<file path="config.mk">
export PLATFORM = sky130hd
export DESIGN_NAME = port_alloc_scheduler
export DESIGN_NICKNAME = d
export VERILOG_FILES = /design/src/rtl/port_alloc_scheduler_pkg.sv /design/src/rtl/port_alloc_step.sv /design/src/rtl/port_alloc_scheduler.sv
export SDC_FILE = /design/constraint.sdc
export NUM_CORES = 1
export LEC_CHECK = 0
export BUFFER_PORTS_ARGS = -buffer_cell sky130_fd_sc_hd__buf_2
export CAP_MARGIN = 30
export CORE_ASPECT_RATIO = 1.25
export CORE_MARGIN = 2
export CORE_UTILIZATION = 55
export DETAILED_ROUTE_END_ITERATION = 6
export GPL_TIMING_DRIVEN = 0
export PLACE_DENSITY = 0.85
export RECOVER_POWER = 25
export SLEW_MARGIN = 20
export SYNTH_ARGS = -nofsm -noshare
export SYNTH_HDL_FRONTEND = slang
export SYNTH_HIERARCHICAL = 1
export SYNTH_SLANG_ARGS = --single-unit
</file>
<file path="constraint.sdc">
create_clock -name clk -period 12.93 [get_ports clk]
set_clock_uncertainty 0.2 [all_clocks]
set_input_delay 1.9395 -clock clk [delete_from_list [all_inputs] [get_ports clk]]
set_output_delay 1.9395 -clock clk [all_outputs]
set_load 0.1 [all_outputs]
</file>
<file path="src/rtl/port_alloc_scheduler_pkg.sv">
// Shared constants, FSM state type and helpers for the bufferless port-allocation scheduler.
package port_alloc_scheduler_pkg;

  localparam int NUM_PORT       = 5;
  localparam int PC_INDEX_WIDTH = 3;
  localparam int AGE_WIDTH      = 8;

  localparam int NUM_OUT    = NUM_PORT - 1;
  localparam int NUM_FLIT   = 4;
  localparam int FLIT_IDX_W = 2;
  localparam int K_W        = FLIT_IDX_W + 1;

  localparam logic [PC_INDEX_WIDTH-1:0] PC_ONE   = PC_INDEX_WIDTH'(1);
  localparam logic [PC_INDEX_WIDTH-1:0] MC_LIMIT = PC_INDEX_WIDTH'(NUM_PORT - 1);

  typedef enum logic [1:0] {
    PORT_N = 2'd0,
    PORT_E = 2'd1,
    PORT_S = 2'd2,
    PORT_W = 2'd3
  } port_e;

  typedef enum logic [1:0] {
    IDLE  = 2'd0,
    SORT  = 2'd1,
    ALLOC = 2'd2,
    DONE  = 2'd3
  } state_e;

  function automatic logic [K_W-1:0] popcount_flits(input logic [NUM_FLIT-1:0] v);
    logic [K_W-1:0] c;
    c = '0;
    for (int i = 0; i < NUM_FLIT; i++) begin
      c = c + K_W'(v[i]);
    end
    return c;
  endfunction

endpackage

</file>
<file path="src/rtl/port_alloc_step.sv">
// One allocation step for a single flit: productive grants first, then a single deflection.
module port_alloc_step
  import port_alloc_scheduler_pkg::*;
(
  input  logic [NUM_OUT-1:0]        ppv,
  input  logic                      mc,
  input  logic [NUM_OUT-1:0]        avail,
  input  logic [PC_INDEX_WIDTH-1:0] n,
  output logic [NUM_OUT-1:0]        grant,
  output logic [NUM_OUT-1:0]        avail_next,
  output logic [PC_INDEX_WIDTH-1:0] n_next
);

  logic deflect_done;

  always_comb begin
    grant        = '0;
    avail_next   = avail;
    n_next       = n;
    deflect_done = 1'b0;

    // Each grant bumps the counter at once, so later ports of a multicast see the updated count.
    for (int i = 0; i < NUM_OUT; i++) begin
      if (ppv[i] && avail_next[i] && (!mc || (n_next <= MC_LIMIT))) begin
        grant[i]      = 1'b1;
        avail_next[i] = 1'b0;
        n_next        = n_next + PC_ONE;
      end
    end

    if ((ppv != '0) && (grant == '0)) begin
      for (int i = 0; i < NUM_OUT; i++) begin
        if (!deflect_done && avail_next[i]) begin
          grant[i]      = 1'b1;
          avail_next[i] = 1'b0;
          n_next        = n_next + PC_ONE;
          deflect_done  = 1'b1;
        end
      end
    end
  end

endmodule

</file>
<file path="src/rtl/port_alloc_scheduler.sv">
// Batch scheduler: captures up to four flits, ranks them oldest-first and allocates one per cycle.
module port_alloc_scheduler
  import port_alloc_scheduler_pkg::*;
(
  input  logic                          clk,
  input  logic                          reset,
  input  logic                          start,
  output logic                          ready,
  input  logic [NUM_FLIT-1:0]           flit_valid,
  input  logic [NUM_FLIT*NUM_OUT-1:0]   flit_ppv,
  input  logic [NUM_FLIT*AGE_WIDTH-1:0] flit_age,
  input  logic [NUM_FLIT-1:0]           flit_mc,
  input  logic [NUM_OUT-1:0]            avail_init,
  output logic                          alloc_valid,
  output logic [NUM_FLIT*NUM_OUT-1:0]   alloc_vec,
  output logic [PC_INDEX_WIDTH-1:0]     num_flit,
  output logic [NUM_FLIT-1:0]           unalloc
);

  state_e state_q, state_d;

  logic [NUM_FLIT-1:0]           valid_q, valid_d;
  logic [NUM_FLIT*NUM_OUT-1:0]   ppv_q, ppv_d;
  logic [NUM_FLIT*AGE_WIDTH-1:0] age_q, age_d;
  logic [NUM_FLIT-1:0]           mc_q, mc_d;
  logic [NUM_OUT-1:0]            avail_init_q, avail_init_d;

  logic [NUM_FLIT-1:0][FLIT_IDX_W-1:0] order_q, order_d, order_sorted;
  logic [K_W-1:0]                      k_q, k_d;
  logic [FLIT_IDX_W-1:0]               idx_q, idx_d;
  logic [NUM_OUT-1:0]                  avail_q, avail_d;
  logic [PC_INDEX_WIDTH-1:0]           n_q, n_d;
  logic [NUM_FLIT*NUM_OUT-1:0]         work_vec_q, work_vec_d;
  logic [NUM_FLIT-1:0]                 work_un_q, work_un_d;

  logic                          alloc_valid_q, alloc_valid_d;
  logic [NUM_FLIT*NUM_OUT-1:0]   alloc_vec_q, alloc_vec_d;
  logic [PC_INDEX_WIDTH-1:0]     num_flit_q, num_flit_d;
  logic [NUM_FLIT-1:0]           unalloc_q, unalloc_d;

  logic [FLIT_IDX_W-1:0]         cur;
  logic [NUM_OUT-1:0]            cur_ppv;
  logic                          cur_mc;
  logic [NUM_OUT-1:0]            step_grant;
  logic [NUM_OUT-1:0]            step_avail;
  logic [PC_INDEX_WIDTH-1:0]     step_n;

  assign cur     = order_q[idx_q];
  assign cur_ppv = ppv_q[cur*NUM_OUT +: NUM_OUT];
  assign cur_mc  = mc_q[cur];

  port_alloc_step u_step (
    .ppv        (cur_ppv),
    .mc         (cur_mc),
    .avail      (avail_q),
    .n          (n_q),
    .grant      (step_grant),
    .avail_next (step_avail),
    .n_next     (step_n)
  );

  // Rank = number of valid flits that beat this one (older, or same age with lower index).
  always_comb begin : rank_c
    logic [K_W-1:0]       rank;
    logic [AGE_WIDTH-1:0] age_i;
    logic [AGE_WIDTH-1:0] age_j;
    order_sorted = '0;
    for (int i = 0; i < NUM_FLIT; i++) begin
      age_i = age_q[i*AGE_WIDTH +: AGE_WIDTH];
      rank  = '0;
      for (int j = 0; j < NUM_FLIT; j++) begin
        age_j = age_q[j*AGE_WIDTH +: AGE_WIDTH];
        if (valid_q[j] && ((age_j > age_i) || ((age_j == age_i) && (j < i)))) begin
          rank = rank + K_W'(1);
        end
      end
      if (valid_q[i]) begin
        order_sorted[rank[FLIT_IDX_W-1:0]] = FLIT_IDX_W'(i);
      end
    end
  end

  always_comb begin
    state_d      = state_q;
    valid_d      = valid_q;
    ppv_d        = ppv_q;
    age_d        = age_q;
    mc_d         = mc_q;
    avail_init_d = avail_init_q;
    order_d      = order_q;
    k_d          = k_q;
    idx_d        = idx_q;
    avail_d      = avail_q;
    n_d          = n_q;
    work_vec_d   = work_vec_q;
    work_un_d    = work_un_q;

    case (state_q)
      IDLE: begin
        if (start) begin
          valid_d      = flit_valid;
          ppv_d        = flit_ppv;
          age_d        = flit_age;
          mc_d         = flit_mc;
          avail_init_d = avail_init;
          state_d      = SORT;
        end
      end
      SORT: begin
        order_d    = order_sorted;
        k_d        = popcount_flits(valid_q);
        idx_d      = '0;
        n_d        = '0;
        avail_d    = avail_init_q;
        work_vec_d = '0;
        work_un_d  = '0;
        state_d    = (k_d == '0) ? DONE : ALLOC;
      end
      ALLOC: begin
        avail_d                               = step_avail;
        n_d                                   = step_n;
        work_vec_d[cur*NUM_OUT +: NUM_OUT]    = step_grant;
        work_un_d[cur]                        = (cur_ppv != '0) && (step_grant == '0);
        idx_d                                 = idx_q + FLIT_IDX_W'(1);
        if (({1'b0, idx_q} + K_W'(1)) == k_q) begin
          state_d = DONE;
        end
      end
      DONE: begin
        state_d = IDLE;
      end
      default: begin
        state_d = IDLE;
      end
    endcase
  end

  // Results are loaded on the edge entering DONE so they are stable while alloc_valid is high.
  always_comb begin
    alloc_valid_d = (state_d == DONE);
    alloc_vec_d   = alloc_vec_q;
    num_flit_d    = num_flit_q;
    unalloc_d     = unalloc_q;
    if (state_d == DONE) begin
      alloc_vec_d = work_vec_d;
      num_flit_d  = n_d;
      unalloc_d   = work_un_d;
    end
  end

  always_ff @(posedge clk) begin
    if (reset) begin
      state_q       <= IDLE;
      alloc_valid_q <= 1'b0;
      alloc_vec_q   <= '0;
      num_flit_q    <= '0;
      unalloc_q     <= '0;
    end else begin
      state_q       <= state_d;
      alloc_valid_q <= alloc_valid_d;
      alloc_vec_q   <= alloc_vec_d;
      num_flit_q    <= num_flit_d;
      unalloc_q     <= unalloc_d;
    end
  end

  // Working datapath registers are always rewritten before use, so they carry no reset.
  always_ff @(posedge clk) begin
    valid_q      <= valid_d;
    ppv_q        <= ppv_d;
    age_q        <= age_d;
    mc_q         <= mc_d;
    avail_init_q <= avail_init_d;
    order_q      <= order_d;
    k_q          <= k_d;
    idx_q        <= idx_d;
    avail_q      <= avail_d;
    n_q          <= n_d;
    work_vec_q   <= work_vec_d;
    work_un_q    <= work_un_d;
  end

  assign ready       = (state_q == IDLE) && !reset;
  assign alloc_valid = alloc_valid_q;
  assign alloc_vec   = alloc_vec_q;
  assign num_flit    = num_flit_q;
  assign unalloc     = unalloc_q;

endmodule

</file>
# Word level (Yosys, flattened, before mapping)
# Cells that the tools add are included.
# word_totals
ff_bits,126
inputBits,63
output_inout_bits,25
wordCells,211
# op_classes
n_addsub,23
n_lt_le_gt_ge,25
eq_ne,11
shift,3
muxes,73
n_bitwise,4
reduce_logical,52
# op_table
operator,n
greater-than comparator 8 bit,12
== test 8 bit,6
2-to-1 mux 3 bit,12
negator 4 -> 34 bit,1
"variable shift 4 x 34 -> 16 bit, first input constant",1
indexed part select 4 x 34 -> 16 bit,1
case mux 16 bit (2 select lines),1
logical AND 1 bit,30
2-to-1 mux 2 bit,15
2-to-1 mux 1 bit,27
"adder 3 x 1 -> 3 bit, second input constant",8
bitwise mux 16 bit,1
2-to-1 mux 8 bit,2
case mux 4 bit (2 select lines),2
indexed part select 16 x 5 -> 4 bit,1
"less-than comparator 2 x 3 -> 1 bit, second input constant",5
"adder 2 x 1 -> 2 bit, second input constant",7
demux 2 bit (select 2 bit),3
"<= comparator 3 bit, second input constant",4
logical OR 1 bit,10
">= comparator 2 x 1 -> 1 bit, second input constant",4
zero test 4 bit,2
2-to-1 mux 4 bit,2
bitwise OR 8 bit,1
25 further kinds,33

# Logic depth before layout (Yosys ltp)
# logic_depth
word_depth,39
ltp_mapped,43
depth_no_buf,40

# By module
# The synthesis kept the hierarchy.
# by_module_without_submodules
module,instances,cells_per_inst,area_each_um2
port_alloc_scheduler,1,565,6229.7
port_alloc_step,1,152,1123.6

# Least setup slack after synthesis
# Ideal clock, no wire load.
# synth_timing
path_type,register to register
start,reg idx_q[0]
end,"reg num_flit_q[2], in the netlist num_flit[2]"
setup_time_ns,0.071
arrival_time_ns,7.526
required_ns,12.659
slack_ns,5.134
path_stages_with_launch,41
path_buffers,1
synth_period_minus_slack_ns,7.796
path_cell_list,edfxtp_1 mux4_2 mux4_1 and3b_4 or3b_1 nand2_1 inv_1 ha_1 nand2b_1 a211o_2 nand3_4 and2_2 inv_1 ha_1 nor2b_1 nand2_1 o211ai_4 a21oi_1 [... 5 more ...] a21oi_1 inv_1 o211a_4 xnor2_4 nand2_1 xnor2_1 ha_1 and3_1 a41oi_1 nor3b_2 inv_1 ha_1 a41oi_1 o22ai_1 a22oi_1 xor2_1 nand3_1 a21oi_1
# synth_via
elab_chain_len,33
word_cells_on_any_way,69
cone_classes,add/sub: 8; order compare: 3; eq/ne: 2; shift: 1; mux: 33; reduce/logical: 22
# synth_lines
element,line_no,text
"start, declared",port_alloc_scheduler.sv:30,"logic [FLIT_IDX_W-1:0] idx_q, idx_d;"
"start signal, assigned",port_alloc_scheduler.sv:176,idx_q <= idx_d;
binary-select mux 2 bit (select 2 bit) (*),port_alloc_scheduler.sv:48,assign cur = order_q[idx_q];
2-to-1 mux 2 bit (implied by the code) (*),port_alloc_scheduler.sv:48,
binary-select mux 1 bit (select 2 bit) (*),port_alloc_scheduler.sv:50,assign cur_mc = mc_q[cur];
2-to-1 mux 1 bit (implied by the code) (*),port_alloc_scheduler.sv:50,
named net cur_mc,port_alloc_scheduler.sv:43,logic cur_mc;
zero test 1 bit (*),port_alloc_step.sv:24,if (ppv[i] && avail_next[i] && (!mc || (n_next <= MC_LIMIT))) begin
logical OR 1 bit,port_alloc_step.sv:24,
logical AND 1 bit,port_alloc_step.sv:24,
[... 19 more ...],n/a,
adder 3 x 1 -> 3 bit,port_alloc_step.sv:36,n_next = n_next + PC_ONE;
2-to-1 mux 3 bit,port_alloc_step.sv:33,if (!deflect_done && avail_next[i]) begin
2-to-1 mux 3 bit,port_alloc_step.sv:31,if ((ppv != '0) && (grant == '0)) begin
adder 3 x 1 -> 3 bit,port_alloc_step.sv:36,
2-to-1 mux 3 bit,port_alloc_step.sv:33,
2-to-1 mux 3 bit (*),port_alloc_step.sv:31,
named net step_n[2],port_alloc_scheduler.sv:46,logic [PC_INDEX_WIDTH-1:0] step_n;
case mux 3 bit (2 select lines) (*),port_alloc_scheduler.sv:98,case (state_q)
"end signal, assigned",port_alloc_scheduler.sv:162,num_flit_q <= num_flit_d;
"end, declared",port_alloc_scheduler.sv:38,"logic [PC_INDEX_WIDTH-1:0] num_flit_q, num_flit_d;"
# Mark *: on every way through the listed nets, which the timed path passes. The rest lies on a longest branch. The select of a mux whose other input is x is not followed.
# A chain may end at the register's enable or synchronous reset.

# Worst setup path in the final report
# layout_timing
start,reg idx_q[0]
end,"reg num_flit_q[2], in the netlist num_flit[2]"
# layout_via
word_cells_on_any_way,69
cone_classes,add/sub: 8; order compare: 3; eq/ne: 2; shift: 1; mux: 33; reduce/logical: 22
# layout_rtl
element,line_no,text
binary-select mux 2 bit (select 2 bit) (*),port_alloc_scheduler.sv:48,
2-to-1 mux 2 bit (implied by the code) (*),port_alloc_scheduler.sv:48,
indexed part select 16 x 5 -> 4 bit (*),port_alloc_scheduler.sv:49,assign cur_ppv = ppv_q[cur*NUM_OUT +: NUM_OUT];
named net cur_ppv[0],port_alloc_scheduler.sv:42,logic [NUM_OUT-1:0] cur_ppv;
logical AND 1 bit (2 in a row),port_alloc_step.sv:24,
2-to-1 mux 3 bit,port_alloc_step.sv:24,
<= comparator 3 bit,port_alloc_step.sv:24,
logical OR 1 bit,port_alloc_step.sv:24,
[... 16 more ...],n/a,
adder 3 x 1 -> 3 bit,port_alloc_step.sv:36,
2-to-1 mux 3 bit,port_alloc_step.sv:33,
2-to-1 mux 3 bit,port_alloc_step.sv:31,
adder 3 x 1 -> 3 bit,port_alloc_step.sv:36,
2-to-1 mux 3 bit,port_alloc_step.sv:33,
2-to-1 mux 3 bit (*),port_alloc_step.sv:31,
named net step_n[2],port_alloc_scheduler.sv:46,
case mux 3 bit (2 select lines) (*),port_alloc_scheduler.sv:98,
# Marks and branches as above.

==> results by group <==
Timing
  • Period utilisation layout: 0.712
  • Tmin final: 9.21 ns
  • F_max: 109 MHz
  • Final WS setup: 3.72 ns
  • Worst-Margin Slew: 0.966 ns
  • Final Slew Violations: 0
  • Worst slew margin: 0.347
  • RSZ-0062 raised after global routing: no
  • Fin. Hold Viols: 0
  • Setup TNS Final: 0 ns
  • Endpoints failing setup: 0

Critical path
  • WP buf/inv: 8
  • Endpoint class of the critical path: flip-flop
  • WS Path Type: flip-flop to flip-flop
  • WP data arrival: 9.36 ns
  • CP top delay family: simple AND/OR/NAND/NOR gates
  • Critical Path Source Type: flip-flop
  • Crit-path max FO: 10
  • Worst path slowest cell: mux4_2
  • CP required: 13.08 ns
  • CP peak stage delay: 0.68 ns

Clock tree
  • Max clock buf depth: 2
  • Total CTS buffers: 17
  • # hold bufs at CTS: 0
  • # Post-CTS Setup Buffers: 0
  • CTS root buf: clkbuf_16
  • Worst-Skew Late Latency: 0.42 ns
  • CTS tree: built
  • H-tree Lvls: 4
  • Worst-path clk slew: 0.06 ns
  • CTS resizes: 0
  • Clk sink count: 126

Route
  • WL met1: 6350 um
  • Iteration-0 DRC Markers: 252
  • Post-DR vias/cell: 5.80
  • Vias: 5838
  • Routed WL per cell: 15.9 um
  • Highest Signal Layer: met4
  • WL final: 16000 um
  • Routed met2 length: 8090 um
  • Antenna Nets Post-Route: 0
  • Pre-Repair DR Iteration Count: 5
  • Met3 routed WL: 846 um
  • DR DRC count: 0

Synth
  • Synth Area per Inst: 10.3 um^2
  • Cells after Synth: 717
  • Post-Synthesis Cell Area: 0.00735 mm^2
  • Syn Nets: 858
  • Register bit total from synthesis: 126
  • Yosys synthesis warning count: 6
  • Share of the synthesized area in the top cell type: 0.314
  • Top cells by count, synth: edfxtp_1 (77), ha_1 (77), inv_1 (71), nor2_1 (52), dfxtp_1 (49)
  • EDFF count, synth: 77
  • Register area share after synthesis: 0.448
  • Post-synthesis cell type count: 83
  • Synth area leader: edfxtp_1
  • Asr flop ratio synth: 0
  • Primary FF master, synth: edfxtp_1
  • Ranking of synthesized cells by area: edfxtp_1 (31%), dfxtp_1 (13%), ha_1 (13%)

Run
  • Max-cap violations: 0

Floorplanning
  • Number of core rows: 47
  • Starting density of the core: 0.558
  • Die ar.: 0.0143 mm^2
  • Area of the core: 0.0132 mm^2
  • I/O pin count: 88
  • Die W: 107 um
  • Die Ht: 133 um

Hold path
  • Min-Delay Path Class: flip-flop to flip-flop

Global routing
  • Initial antenna violation count: 0
  • All-Layer GR Usage: 0.236
  • Largest net degree at the start of global routing: 35
  • Vias in the first global route: 5783
  • Grt ovf: 0
  • Global-route wire length before repair: 26500 um

Placement
  • Placer Congestion: 0.946
  • Port buffer count: 86
  • DP HPWL: 11800 um
  • Setup WS pre-CTS: 3.96 ns

Finish
  • Fraction of layout cells with a size suffix above 1: 0.191
  • Layout area overhead: 17.0%
  • # nets final: 964
  • N_diodes: 0

Outcome
  • Outcome: complete, no violations
==> worst reg2reg max path: cells and delay by family (launching register included) <==
kind	cells	cell delay [ns]
buffers and inverters	8	1.03
adders and majority gates	5	1.11
AOI/OAI and AO/OA	11	2.35
xor gates and xnor gates	2	0.37
DFF	1	0.48
and+or+nand+nor	12	2.40
muxes	3	1.21
==> state kept, by name (all words and copies together) (netlist names) <==
signal	cells
order_q	8
alloc_vec	16
num_flit	3
n_q	3
idx_q	2
unalloc	4
avail_q	4
state_q	2
ppv_q	16
avail_init_q	4
age_q	32
mc_q	4
work_vec_q	16
alloc_valid	1
work_un_q	4
valid_q	4
k_q	3
==> logic make-up after synthesis <==
logic type	after synthesis	share of synthesized area
mux	23	0.0381
xor+xnor	11	0.0167
flops	126	0.448
buf+inv	92	0.0509
simple gates	208	0.146
compound gates	179	0.167
fa+ha+maj	78	0.134
==> path summary, 6_finish.rpt <==
kind / end / slack [ns] / cells past startpoint / start
max: num_flit[2]$_SDFFE_PP0P_ / 3.72 / 41 / idx_q[0]$_SDFFCE_PN0N_
min: work_vec_q[12]$_DFF_P_ / 0.25 / 1 / work_vec_q[12]$_DFF_P_
max reg2reg: num_flit[2]$_SDFFE_PP0P_ / 3.72 / 41 / idx_q[0]$_SDFFCE_PN0N_
min reg2reg: work_vec_q[12]$_DFF_P_ / 0.25 / 1 / work_vec_q[12]$_DFF_P_
==> stage by stage <==
step	std cells	util	hold WS (ns)	cell area, um^2
floorplan	717	-	0.223	7350
global placement	974	0.607	0.235	8000
detailed placement	975	0.609	0.238	8020
CTS	1007	0.653	0.255	8610
global route	1007	0.653	0.266	8610
finish	1007	0.653	0.253	8610
==> layout make-up <==
cell class                 instances  area, um^2
clock inverter                    12         119
fill                            1020        4570
multi-input combinational        499        3690
clock buffer                      20         468
buffer                            18        96.3
inverter                          74         278
tap                              171         214
timing repair buffer              87         450
sequential                       126        3290
==> metal layers <==
layer	vias to the layer above	global-route usage
li1	2839	-
met1	2757	0.266
met2	196	0.408
met3	46	0.0577
met4	0	0.128
met5	-	0
==> cell usage in the layout, fill, tap and decap left out, types with 5 or more instances in the layout <==
master,netlist,layout
clkbuf_1,13,14
mux2i_1,15,15
nand2_1,47,47
a21o_1,8,8
nor2_1,52,52
clkbuf_16,0,18
xnor2_1,6,6
o2bb2ai_1,8,8
a31oi_1,5,5
nor2b_1,14,14
and3_1,7,7
inv_1,71,71
nand4_1,9,9
o21ai_1,7,7
o21ai_0,41,41
a21oi_1,46,46
nor3_1,23,23
edfxtp_1,77,77
dfxtp_1,49,49
a211oi_1,10,10
nand2b_1,6,6
ha_1,77,77
buf_2,2,88
nand3_1,17,17
a22o_1,7,7
inv_6,0,5
Power is left out: the tool's default activity adds up to more than one toggle a clock period on the data nets, which glitch-free logic cannot reach.
